## config.mk

```make
export PLATFORM = sky130hd
export DESIGN_NAME = mult_host_flat
export DESIGN_NICKNAME = d
export VERILOG_FILES = /design/src/rtl/mult_host_if.sv /design/src/rtl/mult_host.sv /design/src/flat_wrapper.sv
export SDC_FILE = /design/constraint.sdc
export NUM_CORES = 1
export LEC_CHECK = 0
export CORE_ASPECT_RATIO = 1.2
export CORE_MARGIN = 3
export CORE_UTILIZATION = 52
export DETAILED_ROUTE_END_ITERATION = 6
export HOLD_SLACK_MARGIN = 0.06
export PLACE_DENSITY = 0.86
export SETUP_SLACK_MARGIN = 0.02
export SYNTH_ARGS = -nofsm -noshare
export SYNTH_HDL_FRONTEND = slang
export SYNTH_SLANG_ARGS = --single-unit
```

## constraint.sdc

```tcl
create_clock -name CLK -period 6.1 [get_ports CLK]
set_clock_uncertainty 0.1 [all_clocks]
set_input_delay 1.22 -clock CLK [delete_from_list [all_inputs] [get_ports CLK]]
set_output_delay 1.22 -clock CLK [all_outputs]
set_load 0.005 [all_outputs]
```

## src/rtl/mult_host_if.sv

```systemverilog
// Host-to-multiplier bus: operand issue, fullness back-pressure and block readback.
interface mult_host_if #(
  parameter int N = 32
) ();
  logic         EN_mult;
  logic [15:0]  mult_input0;
  logic [15:0]  mult_input1;
  logic         RDY_mult;
  logic         EN_blockRead;
  logic         VALID_memVal;
  logic [N-1:0] memVal_data;

  modport master (
    output EN_mult, mult_input0, mult_input1, EN_blockRead,
    input  RDY_mult, VALID_memVal, memVal_data
  );

  modport slave (
    input  EN_mult, mult_input0, mult_input1, EN_blockRead,
    output RDY_mult, VALID_memVal, memVal_data
  );
endinterface

```

## src/rtl/mult_host.sv

```systemverilog
// Block controller: feeds BLOCK operand pairs to a multiplier, reads the
// products back, forwards them downstream and accumulates their sum.
module mult_host #(
  parameter int N     = 32,
  parameter int BLOCK = 64
) (
  input  logic          CLK,
  input  logic          rst_n,
  input  logic          start,
  input  logic          op_valid,
  output logic          op_ready,
  input  logic [15:0]   op_a,
  input  logic [15:0]   op_b,
  mult_host_if.master   mbus,
  output logic          res_valid,
  output logic [N-1:0]  res_data,
  output logic [5:0]    res_idx,
  output logic [N-1:0]  block_sum,
  output logic          block_done,
  output logic          busy,
  output logic          err
);
  typedef enum logic [2:0] {IDLE, ISSUE, DRAIN, REQ, COLLECT, DONE} state_e;

  localparam logic [6:0] BLOCK_C   = 7'(BLOCK);
  localparam logic [3:0] DRAIN_MAX = 4'd15;

  state_e         state_q, state_d;
  logic [6:0]     issue_cnt_q, issue_cnt_d;
  logic [6:0]     beat_cnt_q, beat_cnt_d;
  logic [3:0]     drain_cnt_q, drain_cnt_d;
  logic           en_mult_q, en_mult_d;
  logic [15:0]    in0_q, in0_d;
  logic [15:0]    in1_q, in1_d;
  logic           en_blockread_q, en_blockread_d;
  logic           res_valid_q, res_valid_d;
  logic [N-1:0]   res_data_q, res_data_d;
  logic [5:0]     res_idx_q, res_idx_d;
  logic [N-1:0]   block_sum_q, block_sum_d;
  logic           block_done_q, block_done_d;
  logic           busy_q, busy_d;
  logic           err_q, err_d;
  logic           hs;
  logic           beat_ok;

  assign op_ready = rst_n && (state_q == ISSUE) && mbus.RDY_mult && (issue_cnt_q < BLOCK_C);
  assign hs       = op_valid && op_ready;
  assign beat_ok  = mbus.VALID_memVal && ((state_q == REQ) || (state_q == COLLECT));

  always_comb begin
    state_d      = state_q;
    issue_cnt_d  = issue_cnt_q;
    beat_cnt_d   = beat_cnt_q;
    drain_cnt_d  = drain_cnt_q;
    en_mult_d    = 1'b0;
    in0_d        = in0_q;
    in1_d        = in1_q;
    res_valid_d  = 1'b0;
    res_data_d   = res_data_q;
    res_idx_d    = res_idx_q;
    block_sum_d  = block_sum_q;
    err_d        = err_q;

    case (state_q)
      IDLE: begin
        if (start) begin
          state_d     = ISSUE;
          issue_cnt_d = '0;
          beat_cnt_d  = '0;
          block_sum_d = '0;
          err_d       = 1'b0;
        end
      end
      ISSUE: begin
        if (hs) begin
          en_mult_d   = 1'b1;
          in0_d       = op_a;
          in1_d       = op_b;
          issue_cnt_d = issue_cnt_q + 7'd1;
          if (issue_cnt_q + 7'd1 == BLOCK_C) begin
            state_d     = DRAIN;
            drain_cnt_d = '0;
          end
        end
      end
      DRAIN: begin
        // The multiplier signals "all products stored" by dropping RDY_mult.
        if (!mbus.RDY_mult) begin
          state_d = REQ;
        end else if (drain_cnt_q == DRAIN_MAX) begin
          err_d   = 1'b1;
          state_d = IDLE;
        end else begin
          drain_cnt_d = drain_cnt_q + 4'd1;
        end
      end
      REQ, COLLECT: begin
        if (beat_ok) begin
          res_valid_d = 1'b1;
          res_data_d  = mbus.memVal_data;
          res_idx_d   = beat_cnt_q[5:0];
          beat_cnt_d  = beat_cnt_q + 7'd1;
          block_sum_d = block_sum_q + mbus.memVal_data;
          state_d     = (beat_cnt_q + 7'd1 == BLOCK_C) ? DONE : COLLECT;
        end
      end
      DONE: state_d = IDLE;
      default: state_d = IDLE;
    endcase

    // Beats outside the readback window are dropped and flagged.
    if (mbus.VALID_memVal && !beat_ok) begin
      err_d = 1'b1;
    end

    busy_d         = (state_d != IDLE);
    en_blockread_d = (state_d == REQ);
    block_done_d   = (state_d == DONE);
  end

  always_ff @(posedge CLK) begin
    if (!rst_n) begin
      state_q        <= IDLE;
      issue_cnt_q    <= '0;
      beat_cnt_q     <= '0;
      drain_cnt_q    <= '0;
      en_mult_q      <= 1'b0;
      in0_q          <= '0;
      in1_q          <= '0;
      en_blockread_q <= 1'b0;
      res_valid_q    <= 1'b0;
      res_data_q     <= '0;
      res_idx_q      <= '0;
      block_sum_q    <= '0;
      block_done_q   <= 1'b0;
      busy_q         <= 1'b0;
      err_q          <= 1'b0;
    end else begin
      state_q        <= state_d;
      issue_cnt_q    <= issue_cnt_d;
      beat_cnt_q     <= beat_cnt_d;
      drain_cnt_q    <= drain_cnt_d;
      en_mult_q      <= en_mult_d;
      in0_q          <= in0_d;
      in1_q          <= in1_d;
      en_blockread_q <= en_blockread_d;
      res_valid_q    <= res_valid_d;
      res_data_q     <= res_data_d;
      res_idx_q      <= res_idx_d;
      block_sum_q    <= block_sum_d;
      block_done_q   <= block_done_d;
      busy_q         <= busy_d;
      err_q          <= err_d;
    end
  end

  assign mbus.EN_mult      = en_mult_q;
  assign mbus.mult_input0  = in0_q;
  assign mbus.mult_input1  = in1_q;
  assign mbus.EN_blockRead = en_blockread_q;
  assign res_valid         = res_valid_q;
  assign res_data          = res_data_q;
  assign res_idx           = res_idx_q;
  assign block_sum         = block_sum_q;
  assign block_done        = block_done_q;
  assign busy              = busy_q;
  assign err               = err_q;
endmodule

```

## src/flat_wrapper.sv

```systemverilog
// flat-port wrapper written by rule: the top's interface ports become plain ports
module mult_host_flat 
#(
  parameter int N     = 32,
  parameter int BLOCK = 64
)
  (CLK, rst_n, start, op_valid, op_ready, op_a, op_b, res_valid, res_data, res_idx, block_sum, block_done, busy, err, mbus_EN_mult, mbus_mult_input0, mbus_mult_input1, mbus_EN_blockRead, mbus_RDY_mult, mbus_VALID_memVal, mbus_memVal_data);
  mult_host_if #(.N(N)) mbus_i ();
  input  logic CLK;
  input  logic rst_n;
  input  logic start;
  input  logic op_valid;
  output logic op_ready;
  input  logic [15:0] op_a;
  input  logic [15:0] op_b;
  output logic res_valid;
  output logic [N-1:0] res_data;
  output logic [5:0] res_idx;
  output logic [N-1:0] block_sum;
  output logic block_done;
  output logic busy;
  output logic err;
  output wire logic [$bits(mbus_i.EN_mult)-1:0] mbus_EN_mult;
  output wire logic [$bits(mbus_i.mult_input0)-1:0] mbus_mult_input0;
  output wire logic [$bits(mbus_i.mult_input1)-1:0] mbus_mult_input1;
  output wire logic [$bits(mbus_i.EN_blockRead)-1:0] mbus_EN_blockRead;
  input wire logic [$bits(mbus_i.RDY_mult)-1:0] mbus_RDY_mult;
  input wire logic [$bits(mbus_i.VALID_memVal)-1:0] mbus_VALID_memVal;
  input wire logic [$bits(mbus_i.memVal_data)-1:0] mbus_memVal_data;
  assign mbus_EN_mult = mbus_i.EN_mult;
  assign mbus_mult_input0 = mbus_i.mult_input0;
  assign mbus_mult_input1 = mbus_i.mult_input1;
  assign mbus_EN_blockRead = mbus_i.EN_blockRead;
  assign mbus_i.RDY_mult = mbus_RDY_mult;
  assign mbus_i.VALID_memVal = mbus_VALID_memVal;
  assign mbus_i.memVal_data = mbus_memVal_data;
  mult_host #(.N(N), .BLOCK(BLOCK)) u_core (.CLK(CLK), .rst_n(rst_n), .start(start), .op_valid(op_valid), .op_ready(op_ready), .op_a(op_a), .op_b(op_b), .mbus(mbus_i), .res_valid(res_valid), .res_data(res_data), .res_idx(res_idx), .block_sum(block_sum), .block_done(block_done), .busy(busy), .err(err));
endmodule
```

## Yosys cells after proc, flatten, opt, wreduce, memory -nomap -nowiden

Index checks and enable logic that the tools add are counted.

- Divide/modulo/power cells: 0
- Shift operators: 0
- Bitwise gates (word level): 0
- Muxes and demuxes: 28
- Magnitude comparators: 1
- $mul: 0
- Reductions and logical operators: 23
- Add/subtract/negate cells: 4
- Equality and inequality tests: 18

Operator list:

| kind | number |
|---|---|
| $mux 32 | 2 |
| $pmux 32 s2 | 1 |
| $add 32x32->32 | 1 |
| $pmux 7 s2 | 2 |
| $mux 7 | 3 |
| $mux 3 | 6 |
| $mux 4 | 4 |
| $add 7x1->7 const B | 2 |
| $eq 7x7->1 const B | 2 |
| $pmux 3 s4 | 1 |
| $eq 3x2->1 const B | 3 |
| $ne 2x2->1 const B | 4 |
| $pmux 4 s2 | 1 |
| $reduce_and 2->1 | 4 |
| $lt 7x7->1 const B | 1 |
| $mux 1 | 7 |
| $eq 3x3->1 const B | 2 |
| $logic_and 1x1->1 | 6 |
| $ne 3x2->1 const B | 2 |
| $reduce_and 3->1 | 2 |
| $reduce_bool 2->1 | 3 |
| $reduce_bool 3->1 | 2 |
| $reduce_and 5->1 | 1 |
| $add 4x1->4 const B | 1 |
| 10 further kinds | 11 |

- Bits in registers: 129
- Memory bits (writable): 0
- Memories: 0
- Memory bits (read-only): 0
- Input port bits: 70
- Bits in latches: 0

## Depth between registers and ports, before layout

- Depth after elaboration: 8
- Gate-level depth with buffers: 11
- Gate-level depth less buffers: 11

## Least setup slack after synthesis

OpenSTA, ideal clock, no wires.

- Kind: input to register
- Start: in mbus_memVal_data[0]
- End: reg u_core.block_sum_q[24] (netlist: u_core.block_sum[24])
- Path slack: 2.602 ns
- Stages: 11
- Data required time: 5.874 ns
- Arrival: 3.272 ns
- Cell sequence: ha_1 fa_1 a211oi_1 o21bai_1 o21ai_1 o211ai_2 a31oi_1 o21a_1 o311ai_1 xnor2_1 o21ai_1

- Longest elaborated chain between the ends: 3

Ends and longest elaborated chain:

| item | line | text |
|---|---|---|
| start: declaration | flat_wrapper.sv:29 | `input wire logic [$bits(mbus_i.memVal_data)-1:0] mbus_memVal_data;` |
| $add 32x32->32 | mult_host.sv:103 | `block_sum_d = block_sum_q + mbus.memVal_data;` |
| $mux 32 | mult_host.sv:98 | `if (beat_ok) begin` |
| $pmux 32 s2 | mult_host.sv:64 | `case (state_q)` |
| end signal: assignment | mult_host.sv:150 | `block_sum_q <= block_sum_d;` |
| end: declaration | mult_host.sv:39 | `logic [N-1:0] block_sum_q, block_sum_d;` |

No other way between the ends. The select of a mux whose other input is x is not followed.
A chain may end at the register's enable or synchronous reset.

## Worst setup path after layout

- Start: in rst_n
- End: out op_ready

- Longest elaborated chain between the ends: 3

Ends and longest elaborated chain:

| item | line | text |
|---|---|---|
| start: declaration | flat_wrapper.sv:10 | `input logic rst_n;` |
| $logic_and 1x1->1 (3 in a row) | mult_host.sv:46 | `assign op_ready = rst_n && (state_q == ISSUE) && mbus.RDY_mult && (issue_cnt_q < BLOCK_C);` |
| end: declaration | flat_wrapper.sv:13 | `output logic op_ready;` |

No other way between the ends.

==> impl_metrics.toml <==
[yosys]
synth_fp_nets = 917
ys_seq_area_frac = 0.4046
ys_warn_count = 0
synth.avg_cell_area_um2 = 7.870
yosys.area.top_type_share = 0.4046
synth_cells = 811
synth_seq_cells = 129
yosysUniqueCellTypes = 66
synth_area_um2 = 6382
synth_top_area_cell = "dfxtp_1"
ys.flop_type = "dfxtp_1"
netlist_top_cells_area = "dfxtp_1 (40%), nand2_1 (12%), a21oi_1 (10%)"
async_reset_ff_frac = 0
synth_edf_count = 0

[finish]
layout.cells.non_filler = 1142
syn2layout_area_growth_pct = 38.40
layout-drive-gt1-share = 0.05482
mostFrequentLayoutCells = "nand2_1 (203), clkdlybuf4s50_1 (178), a21oi_1 (132)"
nets = 1078
num_antenna_cells = 0
final_common_cell = "nand2_1"

[floorplanning]
ioPinCount = 179
start_util = 0.5417
coreArea_um2 = 11780
std_cell_rows = 43
die_w_um = 107.1
die-height_um = 127.4
die_area_um2 = 13640

[clock_network]
cts_max_level = 4
cts_sinks = 129
clkTransAtPathRegs_ps = 60
tritoncts = "yes"
cts_max_path_buffers = 2
post_cts_buffers = 0
ctsHoldBuffers = 0
cts-root-buf = "clkbuf_16"
worst_skew_pair.late_latency_ps = 410
cts_made_buffers = 17
ctsResizeCount = 0

[power]
p_switching_mw = 0.4642
power_density_nw_per_um2 = 226.8
p_leak_nw = 3.311
power_mw = 2.003
intPower_mw = 1.539
p_sw_frac = 0.2318
clkPwrFrac = 0.505
max-vdd-ir-drop_v = 0.0001816
power_frac_seq = 0.425
p_comb_frac = 0.070

[sta]
setup-tns-final_ps = 0
slew_viol_final = 0
slew_headroom = 0.2141
finalSetupViolations = 0
hold-worst-slack_ps = 351.2
final-hold-violation-count = 0
period_share = 0.6689
max_slew.worst_pin.slew_ps = 1175
rsz0062_at_grt = "no"
max_clock_freq_mhz = 245.1
min_period_ps = 4081

[route]
wl_per_cell_um = 15.18
vias = 6223
first_pass_iters = 5
drc_errors = 0
drtIter0Drc = 429
routed_via_density = 5.449
postRouteWirelength_mm = 17.34
drtAntennaViolNets = 0

[global_route]
grt_pass1_wl_mm = 28.65
antenna_found_initial = 0
gr-total-overflow = 0
grt_max_degree = 103
grt_pass1_vias = 5942
grt_use_total = 0.2564

[place]
hpwl_mm = 11.93
dp.cells = 1110
gp_congestion = 0.8648
port_buffers = 178

[setup_path]
worst-path-max-fanout = 10
critPathRequiredTime_ps = 4780
cp-end-kind = "primary output"
arrival_ps = 2760
critical_path_class = "primary input to primary output"
start_kind = "primary input"

[hold_path]
hold_path_class = "register to register"

[run]
drv_cap = 0

[outcome]
status = "finished clean"
-- synthesized netlist by cell type (8+ instances only) --
master    number
a21o_1        20
a21oi_1      132
a31oi_1       10
clkbuf_1      36
dfxtp_1      129
ha_1          35
inv_1         12
nand2_1      204
nand3_1       32
nor2_1        37
nor3_1         8
o21ai_0       25
o21ai_1       12
xnor2_1       16
xor2_1        12
-- metal layers --
metal,GRT usage,vias to the layer above,share of wire
li1,-,3144,-
met1,0.3100,2863,0.42
met2,0.4401,185,0.50
met3,0.06771,31,0.056
met4,0.08728,0,0.021
met5,0,-,0
-- registers in the layout (all words and copies together) (netlist names) --
| name | count |
|---|---|
| u_core.block_sum | 32 |
| u_core.res_data | 32 |
| u_core.mbus.mult_input0 | 16 |
| u_core.mbus.mult_input1 | 16 |
| u_core.beat_cnt_q | 7 |
| u_core.issue_cnt_q | 7 |
| u_core.res_idx | 6 |
| u_core.drain_cnt_q | 4 |
| u_core.state_q | 3 |
| u_core.block_done | 1 |
| u_core.busy | 1 |
| u_core.err | 1 |
| u_core.mbus.EN_blockRead | 1 |
| u_core.mbus.EN_mult | 1 |
| u_core.res_valid | 1 |
-- metrics by stage --
stage	utilization	worst slack (ps)	area, um^2
finish	0.7497	2019	8833
global route	0.7497	1896	8833
CTS	0.7497	2009	8833
detailed placement	0.6992	1828	8238
global placement	0.6992	1861	8238
floorplan	-	2602	6382
-- worst paths after layout --
path	slack [ps]	from	end	cells after the start
worst min register to register	350	u_core.mbus.mult_input1[9]	u_core.mbus.mult_input1[9]	2
worst min-delay path	350	u_core.mbus.mult_input1[9]	u_core.mbus.mult_input1[9]	2
worst max-delay path	2020	rst_n	op_ready	4
worst max register to register	3090	u_core.block_sum[0]	u_core.block_sum[24]	11
-- kinds of logic (layout without fill, tap and decap cells) --
logic type                 after synthesis  count (layout)  share of synthesized area
adders and majority gates               36              36                    0.07175
and+or+nand+nor                        327             327                     0.2288
DFF                                    129             129                     0.4046
xor gates and xnor gates                28              28                    0.03842
AOI/OAI and AO/OA                      234             234                     0.2178
muxes                                    3               3                   0.004901
buffers and inverters                   54             228                    0.03372
-- power groups by stage --
| stage | clock network [mW] | logic, mW | registers, mW |
|---|---|---|---|
| after floorplan | 0 | 0.0635 | 0.870 |
| after global placement | 0 | 0.137 | 0.869 |
| after detailed placement | 0 | 0.138 | 0.870 |
| after CTS | 1.02 | 0.140 | 0.851 |
| after global routing | 1.06 | 0.153 | 0.852 |
| final | 1.01 | 0.140 | 0.851 |
-- critical path: stages --
cell	delay, ps
clkdlybuf4s50_1	700
nand2_1	160
nor3_4	140
clkdlybuf4s50_1	530
-- area by class of cell --
| class | count | area, um^2 |
|---|---|---|
| flip-flops and latches | 129 | 2582 |
| fillers | 887 | 2949 |
| well taps | 157 | 196.4 |
| multi-input cells | 628 | 3588 |
| clock inverters | 13 | 152.6 |
| repair buffers | 183 | 1819 |
| inverters | 13 | 51.30 |
| clock buffers | 19 | 442.9 |
No activity file was read; power rests on OpenSTA's default activity.
